--- config.mk ---
export PLATFORM = sky130hd
export DESIGN_NAME = mixcolumn_iter_flat
export DESIGN_NICKNAME = d
export VERILOG_FILES = /design/src/rtl/mixcolumn_iter_if.sv /design/src/rtl/mixcolumn_iter.sv /design/src/flat_wrapper.sv
export SDC_FILE = /design/constraint.sdc
export NUM_CORES = 1
export LEC_CHECK = 0
export ABC_AREA = 1
export ABC_CLOCK_PERIOD_IN_PS = 5900
export CAP_MARGIN = 10
export CORE_ASPECT_RATIO = 0.6
export CORE_MARGIN = 2
export CORE_UTILIZATION = 30
export CTS_CLUSTER_SIZE = 20
export DETAILED_ROUTE_END_ITERATION = 6
export PLACE_DENSITY = 0.62
export SYNTH_ARGS = -nofsm -noshare
export SYNTH_HDL_FRONTEND = slang
export SYNTH_SLANG_ARGS = --single-unit
--- constraint.sdc ---
create_clock -name clk_i -period 5.9 [get_ports clk_i]
set_input_delay 1.18 -clock clk_i [delete_from_list [all_inputs] [get_ports clk_i]]
set_output_delay 1.18 -clock clk_i [all_outputs]
set_load 0.05 [all_outputs]
--- src/rtl/mixcolumn_iter_if.sv ---
// Handshake bundle between the ShiftRows stage, the MixColumns engine and AddRoundKey.
// NB must match the NB of the engine it is connected to.
interface mixcolumn_iter_if #(
    parameter int NB = 4
);
    localparam int W = 32 * NB;

    logic         in_valid_i;
    logic         in_ready_o;
    logic [W-1:0] data_i;
    logic         inv_i;
    logic         bypass_i;
    logic         out_valid_o;
    logic         out_ready_i;
    logic [W-1:0] data_o;
    logic         busy_o;

    modport slave (
        input  in_valid_i, data_i, inv_i, bypass_i, out_ready_i,
        output in_ready_o, out_valid_o, data_o, busy_o
    );

    modport master (
        output in_valid_i, data_i, inv_i, bypass_i, out_ready_i,
        input  in_ready_o, out_valid_o, data_o, busy_o
    );
endinterface

--- src/rtl/mixcolumn_iter.sv ---
// Iterative MixColumns / InvMixColumns engine: transforms COLS_PER_CYCLE columns of an
// NB-column Rijndael state per clock, in place, with a bypass mode for the final round.
module mixcolumn_iter #(
    parameter int NB             = 4,
    parameter int COLS_PER_CYCLE = 1
) (
    input  logic            clk_i,
    input  logic            rst_i,
    mixcolumn_iter_if.slave bus
);
    localparam int W  = 32 * NB;
    localparam int N  = NB / COLS_PER_CYCLE;
    localparam int GW = (N > 1) ? $clog2(N) : 1;

    if (!(NB == 4 || NB == 6 || NB == 8) || (COLS_PER_CYCLE < 1) ||
        ((NB % COLS_PER_CYCLE) != 0)) begin : g_param_check
        $error("mixcolumn_iter: NB must be 4/6/8 and COLS_PER_CYCLE must divide NB");
    end

    typedef enum logic [1:0] {
        ST_IDLE = 2'd0,
        ST_BUSY = 2'd1,
        ST_DONE = 2'd2
    } state_e;

    state_e         state_q, state_d;
    logic [GW-1:0]  g_q, g_d;
    logic [W-1:0]   work_q, work_d;
    logic           inv_q, inv_d;
    logic           byp_q, byp_d;
    logic           in_ready_s;
    logic           accept_s;

    function automatic logic [7:0] xt(input logic [7:0] b);
        return {b[6:0], 1'b0} ^ (b[7] ? 8'h1b : 8'h00);
    endfunction

    // Multiples 9/B/D/E are assembled from the 2x/4x/8x chain of xt.
    function automatic logic [31:0] mix_col(input logic [31:0] col, input logic inv);
        logic [7:0]  s  [4];
        logic [7:0]  x2 [4];
        logic [7:0]  x4 [4];
        logic [7:0]  x8 [4];
        logic [31:0] res;
        logic [1:0]  r1, r2, r3;
        res = 32'h0;
        for (int i = 0; i < 4; i++) begin
            s[i]  = col[8*i +: 8];
            x2[i] = xt(s[i]);
            x4[i] = xt(x2[i]);
            x8[i] = xt(x4[i]);
        end
        for (int r = 0; r < 4; r++) begin
            r1 = 2'(r + 1);
            r2 = 2'(r + 2);
            r3 = 2'(r + 3);
            if (inv) begin
                res[8*r +: 8] = (x8[r] ^ x4[r] ^ x2[r]) ^ (x8[r1] ^ x2[r1] ^ s[r1]) ^
                                (x8[r2] ^ x4[r2] ^ s[r2]) ^ (x8[r3] ^ s[r3]);
            end else begin
                res[8*r +: 8] = x2[r] ^ (x2[r1] ^ s[r1]) ^ s[r2] ^ s[r3];
            end
        end
        return res;
    endfunction

    // Ready is a decode of the state; held low during reset so nothing is taken mid-reset.
    always_comb begin
        in_ready_s = 1'b0;
        if (rst_i) begin
            in_ready_s = 1'b0;
        end else begin
            in_ready_s = (state_q == ST_IDLE) || ((state_q == ST_DONE) && bus.out_ready_i);
        end
        accept_s = bus.in_valid_i && in_ready_s;
    end

    // Next-state, group counter and in-place working-register update.
    always_comb begin
        state_d = state_q;
        g_d     = g_q;
        work_d  = work_q;
        inv_d   = inv_q;
        byp_d   = byp_q;
        case (state_q)
            ST_IDLE: begin
                if (accept_s) begin
                    state_d = ST_BUSY;
                    g_d     = '0;
                    work_d  = bus.data_i;
                    inv_d   = bus.inv_i;
                    byp_d   = bus.bypass_i;
                end else begin
                    state_d = ST_IDLE;
                end
            end
            ST_BUSY: begin
                for (int k = 0; k < COLS_PER_CYCLE; k++) begin
                    work_d[32*(int'(g_q)*COLS_PER_CYCLE + k) +: 32] =
                        byp_q ? work_q[32*(int'(g_q)*COLS_PER_CYCLE + k) +: 32]
                              : mix_col(work_q[32*(int'(g_q)*COLS_PER_CYCLE + k) +: 32], inv_q);
                end
                if (g_q == GW'(N - 1)) begin
                    state_d = ST_DONE;
                    g_d     = '0;
                end else begin
                    g_d     = g_q + GW'(1);
                end
            end
            ST_DONE: begin
                if (bus.out_ready_i && accept_s) begin
                    state_d = ST_BUSY;
                    g_d     = '0;
                    work_d  = bus.data_i;
                    inv_d   = bus.inv_i;
                    byp_d   = bus.bypass_i;
                end else if (bus.out_ready_i) begin
                    state_d = ST_IDLE;
                end else begin
                    state_d = ST_DONE;
                end
            end
            default: begin
                state_d = ST_IDLE;
                g_d     = '0;
            end
        endcase
    end

    // State, counter, mode and working registers with asynchronous reset.
    always_ff @(posedge clk_i or posedge rst_i) begin
        if (rst_i) begin
            state_q <= ST_IDLE;
            g_q     <= '0;
            work_q  <= '0;
            inv_q   <= 1'b0;
            byp_q   <= 1'b0;
        end else begin
            state_q <= state_d;
            g_q     <= g_d;
            work_q  <= work_d;
            inv_q   <= inv_d;
            byp_q   <= byp_d;
        end
    end

    assign bus.in_ready_o  = in_ready_s;
    assign bus.out_valid_o = (state_q == ST_DONE);
    assign bus.busy_o      = (state_q == ST_BUSY);
    assign bus.data_o      = work_q;
endmodule
--- src/flat_wrapper.sv ---
// flat-port wrapper written by rule: the top's interface ports become plain ports
module mixcolumn_iter_flat 
#(
    parameter int NB             = 4,
    parameter int COLS_PER_CYCLE = 1
)
  (clk_i, rst_i, bus_in_valid_i, bus_data_i, bus_inv_i, bus_bypass_i, bus_out_ready_i, bus_in_ready_o, bus_out_valid_o, bus_data_o, bus_busy_o);
  mixcolumn_iter_if #(.NB(NB)) bus_i ();
  input  logic clk_i;
  input  logic rst_i;
  input wire logic [$bits(bus_i.in_valid_i)-1:0] bus_in_valid_i;
  input wire logic [$bits(bus_i.data_i)-1:0] bus_data_i;
  input wire logic [$bits(bus_i.inv_i)-1:0] bus_inv_i;
  input wire logic [$bits(bus_i.bypass_i)-1:0] bus_bypass_i;
  input wire logic [$bits(bus_i.out_ready_i)-1:0] bus_out_ready_i;
  output wire logic [$bits(bus_i.in_ready_o)-1:0] bus_in_ready_o;
  output wire logic [$bits(bus_i.out_valid_o)-1:0] bus_out_valid_o;
  output wire logic [$bits(bus_i.data_o)-1:0] bus_data_o;
  output wire logic [$bits(bus_i.busy_o)-1:0] bus_busy_o;
  assign bus_i.in_valid_i = bus_in_valid_i;
  assign bus_i.data_i = bus_data_i;
  assign bus_i.inv_i = bus_inv_i;
  assign bus_i.bypass_i = bus_bypass_i;
  assign bus_i.out_ready_i = bus_out_ready_i;
  assign bus_in_ready_o = bus_i.in_ready_o;
  assign bus_out_valid_o = bus_i.out_valid_o;
  assign bus_data_o = bus_i.data_o;
  assign bus_busy_o = bus_i.busy_o;
  mixcolumn_iter #(.NB(NB), .COLS_PER_CYCLE(COLS_PER_CYCLE)) u_core (.clk_i(clk_i), .rst_i(rst_i), .bus(bus_i));
endmodule
==> results.md, run 1 <==
* Final period util at 73.4%
* Detailed router's first-iteration violation count at 2229
* Largest cells by area after synthesis: dfrtp_1 24%, nand2_1 20%, a21oi_1 9.7%
* Buffer count from post-CTS setup fixing at 0
* Core Region at 44900 sq um
* Clk_lat worst skew at 460 ps
* GP Congestion at 1.05
* Yosys top cell area share at 24.5%
* Yosys warning total at 0
* Slew Viols, Final at 0
* Max Root-Sink Buffers at 2
* WS Path Type: reg2reg
* Final antenna-violating net count at 0
* Worst EP required at 6280 ps
* H-tree levels at 4
* # resized after CTS at 0
* Number of port buffers at 264
* Fin cells at 2971
* Unrepaired setup endpoints after global routing: false
* Via Count at 16342
* Chip Width at 280 um
* Ys flop type: dfrtp_1
* Setup crit end kind: flop
* Worst Tran Pin Value at 1080 ps
* Layout overhead on the synthesized area at 26.7%
* Clock tree from TritonCTS: yes
* CP peak stage delay at 790 ps
* Register area share after synthesis at 24.5%
* Mapped cell area at 13700 sq um
* CP Launch Type: flop
* Fmax at 231 MHz
* Final WL at 70900 um
* CP Max Fanout at 87
* Hold/Removal Path Class: reg2reg
* Mean Syn Cell Area at 6.31 sq um
* Largest net degree at the start of global routing at 97
* Top delay family on crit path: simple AND/OR/NAND/NOR gates
* DP Cell Count at 2938
* Status: complete, no violations
* Mapped Nets at 2307
* # IOs at 265
* Initial core utilization at 30.5%
* GRT overflow at 0
* Slew HR at 27.8%
* CTS hold repair buffers at 0
* Initial antenna violation count at 0
* Max_cap viols at 0
* Final hold vios at 0
* Worst EP arrival at 4710 ps
* First-pass GRT wire length at 103000 um
* Routed vias/inst at 5.50
* Slowest-stage cell, CP: dfrtp_4
* CP Cell Sequence: buf_12, nand2_1, nand2_1, nand2_1, nand2_2, nand2_1, nand2_1, xor2_1, nand2_1, nand2_1, nand2_1, nand2_1, nand3_1, nand2_1, o21bai_1, nand2_1, nand4_1, a21oi_1
* Worst Path Buf+Inv at 1
* Sink Count at 134
* DRC at 0
* Most used cell, CP: nand2_1
* Tmin final at 4330 ps
* Distinct cells, synth at 43
* Routed len/inst at 23.9 um
* Final Setup Violations at 0
* Setup TNS at 0 ps
* Area leader, netlist: dfrtp_1
* CTS buffer count at 17
* Vias in the first global route at 15146
* R2R setup slack at 1570 ps
* Layout cells sized above 1 at 10.4%
* Die Y at 169 um
* Die footprint at 47400 sq um
* GRT Util Overall at 29.4%
* Root buf cell: clkbuf_16
* EDFF count, synth at 0
* DPL Wire Length at 53800 um
* Synthesis-stage register bit count at 134
* Number of diodes at 0
* Row count at 60
* Ys async rst share at 100%
* Post-synthesis cell count at 2169
* Clock Skew at 18.8 ps
* CTS clk-pin slew, worst paths at 70 ps
* # nets final at 2507
* First-pass iteration count of the detailed router at 7
[path summary, 6_finish.rpt]
kind,to,startpoint,cells after the start
setup / recovery,u_core.bus.data_o[53]$_DFFE_PP0P_,u_core.g_q[0]$_DFFE_PP0P_,18
hold / removal,u_core.state_q[1]$_DFFE_PP0P_,u_core.state_q[0]$_DFFE_PP0P_,3
setup reg to reg,u_core.bus.data_o[53]$_DFFE_PP0P_,u_core.g_q[0]$_DFFE_PP0P_,18
hold reg to reg,u_core.state_q[1]$_DFFE_PP0P_,u_core.state_q[0]$_DFFE_PP0P_,3
max in group asynchronous,u_core.bus.data_o[25]$_DFFE_PP0P_,rst_i,3
min in group asynchronous,u_core.bus.data_o[95]$_DFFE_PP0P_,rst_i,2
[state kept, by name (all words and copies together), names as in the netlist]
signal             count
u_core.bus.data_o    128
u_core.inv_q           1
u_core.g_q             2
u_core.byp_q           1
u_core.state_q         2
[stage by stage]
step | cell area [sq um] | worst slack, ps | hold slack (ps) | util, %
final | 17300 | 1570 | 558 | 38.6
after global routing | 17300 | 1330 | 590 | 38.6
after CTS | 17300 | 1810 | 555 | 38.6
after detailed placement | 16700 | 1820 | 543 | 37.2
after global placement | 16700 | 1870 | 536 | 37.2
after floorplan | 13700 | 1140 | 542 | -
[layout by cell type (no fill, tap or decap), types with 4 or more instances in the layout]
cell type	synthesis	routed
ha_1	4	4
o21ai_1	8	8
nor2_2	3	5
xor2_2	11	11
nand2_1	746	746
dfrtp_1	134	130
xnor2_2	10	10
nand3_2	16	16
o21ai_0	21	21
inv_2	30	31
a21oi_1	266	264
a22oi_1	6	6
or2_1	4	4
inv_1	100	99
xnor2_1	47	47
nand4_1	60	60
nand2_2	66	66
inv_8	0	5
xor2_1	104	104
clkbuf_16	0	17
clkdlybuf4s50_1	0	264
nor2_1	164	162
buf_4	8	23
nand3b_1	4	4
nand2_4	24	24
inv_6	1	7
nand3_1	208	208
[kinds of logic after synthesis]
| group | share of synthesized area [%] |
|---|---|
| xor gates and xnor gates | 12.8 |
| adders and majority gates | 0.366 |
| AOI/OAI and AO/OA | 11.9 |
| buffers and inverters | 8.19 |
| and+or+nand+nor | 42.3 |
| DFF | 24.5 |
[cell type report]
type / instances / area (sq um)
clock buffer: 17 / 425
clock inverter: 15 / 180
fill: 4741 / 27600
inverter: 134 / 518
multi-input combinational: 1793 / 9260
sequential: 134 / 3360
tap: 589 / 737
timing repair buffer: 289 / 2860
[worst min-delay path, stage by stage (launching register included)]
cell,delay (ps)
dfrtp_1,340
nor2_1,70
inv_1,50
o22ai_1,60
[metal layers]
layer | part of all wire, % | up-vias | GRT usage [%] | routed length (um)
li1 | - | 7407 | - | -
met1 | 45 | 7830 | 43.7 | 32200
met2 | 41 | 995 | 42.5 | 29200
met3 | 10 | 110 | 6.07 | 7360
met4 | 2.8 | 0 | 8.42 | 2020
met5 | 0 | - | 0 | 0
[synth_stat cells (4+ instances only)]
| master | number |
|---|---|
| a21oi_1 | 266 |
| a22oi_1 | 6 |
| buf_1 | 7 |
| buf_2 | 7 |
| buf_4 | 8 |
| buf_6 | 17 |
| clkbuf_1 | 66 |
| dfrtp_1 | 134 |
| ha_1 | 4 |
| inv_1 | 100 |
| inv_2 | 30 |
| nand2_1 | 746 |
| nand2_2 | 66 |
| nand2_4 | 24 |
| nand3_1 | 208 |
| nand3_2 | 16 |
| nand3b_1 | 4 |
| nand4_1 | 60 |
| nor2_1 | 164 |
| o21ai_0 | 21 |
| o21ai_1 | 8 |
| or2_1 | 4 |
| xnor2_1 | 47 |
| xnor2_2 | 10 |
| xor2_1 | 104 |
| xor2_2 | 11 |
Power of run 1 is left out: the tool's default activity adds up to more than one toggle a clock period on the data nets, which glitch-free logic cannot reach.
==> run 2, diff against run 1 <==
--- a/config.mk
+++ b/config.mk
@@ -6,7 +6,7 @@
 export NUM_CORES = 1
 export LEC_CHECK = 0
 export ABC_AREA = 1
-export ABC_CLOCK_PERIOD_IN_PS = 5900
+export ABC_CLOCK_PERIOD_IN_PS = 4210
 export CAP_MARGIN = 10
 export CORE_ASPECT_RATIO = 0.6
 export CORE_MARGIN = 2
==> constraint.sdc (replaced) <==
create_clock -name clk_i -period 4.21 [get_ports clk_i]
set_input_delay 0.842 -clock clk_i [delete_from_list [all_inputs] [get_ports clk_i]]
set_output_delay 0.842 -clock clk_i [all_outputs]
set_load 0.05 [all_outputs]
==> run 2 against run 1 <==
Against the previous run:
- the flow now finishes with violations (design-rule violations)
- final area is 1.5% higher
- cell count is 1.1% higher
- routed wire length is 3.7% higher
- largest cell class unchanged
- fmax is 6.4% higher
- highest routed layer unchanged
- utilization is 0.56 points higher
- critical path depth stayed put
- clock skew hardly changed
- die area stayed put
- critical endpoint is now u_core.bus.data_o[117]$_DFFE_PP0P_
- global-route usage is 1.2 points higher
- sequential cell count stayed put
==> results.md, run 2 (synthesis gave the netlist of run 1 again) <==
* Root buf cell: clkbuf_16
* Tmin final at 4070 ps
* Final WL at 73500 um
* CP Launch Type: flop
* CTS clk-pin slew, worst paths at 80 ps
* Row count at 60
* Fmax at 246 MHz
* CP Cell Sequence: inv_8, buf_4, nand2_1, nand3_1, nand2_2, inv_2, nand2_1, nand2_2, nand2_1, nand2_1, xor2_1, nand3_1, nand3_1, nand2_1, o21bai_1, nand2_1, nand4_1, a21oi_1
* Via Count at 16367
* First-pass iteration count of the detailed router at 7
* CP peak stage delay at 540 ps
* DRC at 2
* Multi-input logic area at 9260 sq um
* Worst EP arrival at 4410 ps
* Clk_lat worst skew at 460 ps
* H-tree levels at 4
* Slew HR at 33.2%
* FILL cells at 4773
* # IOs at 265
* Setup ws final at 142 ps
* Setup crit end kind: flop
* Core Region at 44900 sq um
* CP Max Fanout at 51
* Most used cell, CP: nand2_1
* Hold_ws at 558 ps
* Detailed router's first-iteration violation count at 2222
* Failing checks: design-rule violations
* Vias in the first global route at 15129
* Largest net degree at the start of global routing at 78
* Slew Viols, Final at 0
* Final hold vios at 0
* GRT overflow at 0
* Slowest-stage cell, CP: dfrtp_4
* Initial core utilization at 30.5%
* Max Root-Sink Buffers at 2
* Worst Path Buf+Inv at 3
* Chip Width at 280 um
* Commonest non-fill, non-tap cell in the layout: nand2_1
* DPL Wire Length at 57300 um
* Final period util at 96.6%
* Unrepaired setup endpoints after global routing: false
* DP Worst Slack at 294 ps
* Setup TNS at 0 ps
* Number of port buffers at 264
* Max_cap viols at 0
* Layout overhead on the synthesized area at 28.5%
* Sink Count at 134
* Die footprint at 47400 sq um
* Routed vias/inst at 5.45
* CTS hold repair buffers at 0
* Final antenna-violating net count at 0
* Routed len/inst at 24.5 um
* # nets final at 2539
* Worst EP required at 4550 ps
* Initial antenna violation count at 0
* Status: finished with violations
* Top delay family on crit path: simple AND/OR/NAND/NOR gates
* Number of diodes at 0
* Clock tree from TritonCTS: yes
* Seq. cell area at 3360 sq um
* CTS buffer count at 17
* Max reg flops at 128
* Commonest non-fill, non-tap cells in the layout: 746 x nand2_1, 264 x a21oi_1, 264 x clkdlybuf4s50_1
* WS Path Type: reg2reg
* Final Setup Violations at 0
* Layout cells sized above 1 at 11.5%
* Die Y at 169 um
* Hold/Removal Path Class: reg2reg
* GP Congestion at 1.08
* First-pass GRT wire length at 106000 um
* Clock Skew at 19.2 ps
* GRT Util Overall at 30.6%
* Worst Tran Pin Value at 1000 ps
## run 2: cell types whose count changed in the layout (fill, tap and decap cells not counted), moves of 2 or more
cell	previous run	this run
buf_12	1	6
buf_4	23	51
clkinv_4	2	4
clkinvlp_4	0	3
inv_6	7	4
## run 2: metal layers
| layer | vias up | track usage (%) | part of all wire (%) |
|---|---|---|---|
| met5 | - | 0 | 0 |
| met4 | 0 | 7.21 | 2.2 |
| met3 | 79 | 7.16 | 11 |
| met2 | 927 | 44.6 | 41 |
| met1 | 7887 | 45.2 | 46 |
| li1 | 7474 | - | - |
## run 2: worst min-delay path, cell delays in order (launching register included)
cell     delay [ps]
dfrtp_1         340
nor2_1           60
inv_1            50
o22ai_1          70
## run 2: final timing paths
kind	start	to	slack (ps)	cells past startpoint
max	u_core.g_q[0]$_DFFE_PP0P_	u_core.bus.data_o[117]$_DFFE_PP0P_	140	18
min	u_core.state_q[0]$_DFFE_PP0P_	u_core.state_q[1]$_DFFE_PP0P_	560	3
max reg2reg	u_core.g_q[0]$_DFFE_PP0P_	u_core.bus.data_o[117]$_DFFE_PP0P_	140	18
min reg2reg	u_core.state_q[0]$_DFFE_PP0P_	u_core.state_q[1]$_DFFE_PP0P_	560	3
max in group asynchronous	rst_i	u_core.bus.data_o[26]$_DFFE_PP0P_	2310	3
min in group asynchronous	rst_i	u_core.bus.data_o[46]$_DFFE_PP0P_	910	2
## run 2: final cells by class
class,instances,share of cell area (%)
clock buffer,18,2.50
clock inverter,14,0.768
inverter,134,2.95
multi-input combinational,1793,52.6
sequential,134,19.1
tap,589,4.19
timing repair buffer,321,17.9
## run 2: stage by stage
step / std cells / instance area [sq um] / utilization [%]
3_3_place_gp: 2971 / 17000 / 37.9
5_1_grt: 3003 / 17600 / 39.2
3_5_place_dp: 2971 / 17000 / 37.9
6_report: 3003 / 17600 / 39.2
2_1_floorplan: 2169 / 13700 / -
4_1_cts: 3003 / 17600 / 39.2
## run 2: timing repair
item	in CTS	in global routing
setup endpoints to repair	0	4
resized for setup	0	1
buffers inserted	0	0
endpoints found under the hold margin	0	0
Power of run 2 is left out for the same reason.
==> run 3, diff against run 2 <==
--- a/config.mk
+++ b/config.mk
@@ -13,7 +13,8 @@
 export CORE_UTILIZATION = 30
 export CTS_CLUSTER_SIZE = 20
 export DETAILED_ROUTE_END_ITERATION = 6
-export PLACE_DENSITY = 0.62
+export HOLD_SLACK_MARGIN = 0.1
+export PLACE_DENSITY_LB_ADDON = 0.12
 export SYNTH_ARGS = -nofsm -noshare
 export SYNTH_HDL_FRONTEND = slang
 export SYNTH_SLANG_ARGS = --single-unit
==> run 3 against run 2 <==
Against the previous run:
- die area stayed put
- non-clock buffer count is 2 lower
- cell count hardly changed
- sequential cell count stayed put
- critical path depth stayed put
- the run now ends clean
- register-to-register slack better by 140 ps
- via count is 0.93% lower
- utilization is 0.075 points lower
- global-route usage is 0.49 points higher
- first-iteration DRC count is 1.1% lower
- routed wire length is 1.5% higher
- hold slack better by 11 ps
==> results.md, run 3 (synthesis gave the netlist of run 1 again) <==
* Status: complete, no violations
* Final antenna-violating net count at 0
* H-tree levels at 4
* # IOs at 265
* Number of port buffers at 264
* Clock Skew at 21.8 ps
* Multi-input logic area at 9260 sq um
* GRT Util Overall at 31.1%
* Core Region at 44900 sq um
* Chip Width at 280 um
* # resized after CTS at 0
* Slew Viols, Final at 0
* Setup crit end kind: flop
* Max reg flops at 128
* CTS buffer count at 17
* Max_cap viols at 0
* Routed len/inst at 24.8 um
* Initial antenna violation count at 0
* CP Cell Sequence: inv_6, buf_4, nand2_2, nand2_1, nand2_1, nand2_2, nor2_1, nor2_2, xor2_2, xor2_1, nand2_1, nand2_1, nand2_1, nand3_1, nand2_1, nand2_1, nand3_1, a21oi_1
* Routed vias/inst at 5.40
* Die footprint at 47400 sq um
* Layout overhead on the synthesized area at 28.3%
* Number of diodes at 0
* CTS hold repair buffers at 0
* CTS clk-pin slew, worst paths at 70 ps
* Buffer count from post-CTS setup fixing at 0
* DRC at 0
* First-pass iteration count of the detailed router at 6
* Seq. cell area at 3360 sq um
* Clk_lat worst skew at 450 ps
* Sink Count at 134
* Layout cells sized above 1 at 11.4%
* CP Max Fanout at 30
* Slew HR at 22.2%
* Setup TNS at 0 ps
* Final period util at 93.3%
* Largest net degree at the start of global routing at 135
* Detailed router's first-iteration violation count at 2197
* Final WL at 74600 um
* FILL cells at 4804
* Fmax at 255 MHz
* WS Path Type: reg2reg
* Unrepaired setup endpoints after global routing: false
* # nets final at 2537
* Worst Tran Pin Value at 1170 ps
* GRT overflow at 0
* Max Root-Sink Buffers at 2
* Initial core utilization at 30.5%
* Via Count at 16214
* Commonest non-fill, non-tap cells in the layout: 746 x nand2_1, 264 x a21oi_1, 264 x clkdlybuf4s50_1
* Die Y at 169 um
* Row count at 60
* Tmin final at 3930 ps
* CP peak stage delay at 570 ps
* Final Setup Violations at 0
* Worst EP required at 4580 ps
* Worst EP arrival at 4300 ps
* CP Launch Type: flop
* Most used cell, CP: nand2_1
* Clock tree from TritonCTS: yes
* DPL Wire Length at 57400 um
* First-pass GRT wire length at 107000 um
* Root buf cell: clkbuf_16
* Slowest-stage cell, CP: dfrtp_4
* Vias in the first global route at 15183
* Commonest non-fill, non-tap cell in the layout: nand2_1
* Hold/Removal Path Class: reg2reg
* Final hold vios at 0
* GP Congestion at 1.06
[run 3: cell type report]
cell class	instances	area share (%)
sequential	134	19.1
inverter	134	2.94
multi-input combinational	1793	52.7
tap	589	4.20
clock inverter	14	0.812
clock buffer	18	2.44
timing repair buffer	319	17.8
[run 3: worst max-delay path, delay by kind of cell (launching register included)]
family	cells	cell delay (ps)
simple gates	13	1960
compound gates	1	150
buf+inv	2	510
flops	1	570
xor+xnor	2	650
[run 3: final timing paths]
path,from,to,slack [ps],cells after the start
worst max-delay path,u_core.g_q[0]$_DFFE_PP0P_,u_core.bus.data_o[70]$_DFFE_PP0P_,280,18
worst min-delay path,u_core.bus.data_o[45]$_DFFE_PP0P_,u_core.bus.data_o[45]$_DFFE_PP0P_,570,2
worst max register to register,u_core.g_q[0]$_DFFE_PP0P_,u_core.bus.data_o[70]$_DFFE_PP0P_,280,18
worst min register to register,u_core.bus.data_o[45]$_DFFE_PP0P_,u_core.bus.data_o[45]$_DFFE_PP0P_,570,2
max in group asynchronous,rst_i,u_core.g_q[0]$_DFFE_PP0P_,2530,3
min in group asynchronous,rst_i,u_core.bus.data_o[79]$_DFFE_PP0P_,990,3
[run 3: per-stage QoR]
step	utilization, %	cells	setup slack, ps	area, sq um	hold WS [ps]
6_report	39.1	3001	284	17600	569
3_5_place_dp	37.8	2969	468	17000	546
4_1_cts	39.1	3001	466	17600	570
2_1_floorplan	-	2169	1190	13700	542
5_1_grt	39.1	3001	152	17600	594
3_3_place_gp	37.8	2969	504	17000	541
[run 3: layer usage]
layer | GRT usage [%] | vias to the layer above | wire (um)
met5 | 0 | - | 0
met4 | 6.77 | 0 | 1430
met3 | 7.79 | 81 | 8150
met2 | 44.1 | 881 | 30100
met1 | 46.8 | 7798 | 34900
li1 | - | 7454 | -
Power of run 3 is left out for the same reason.
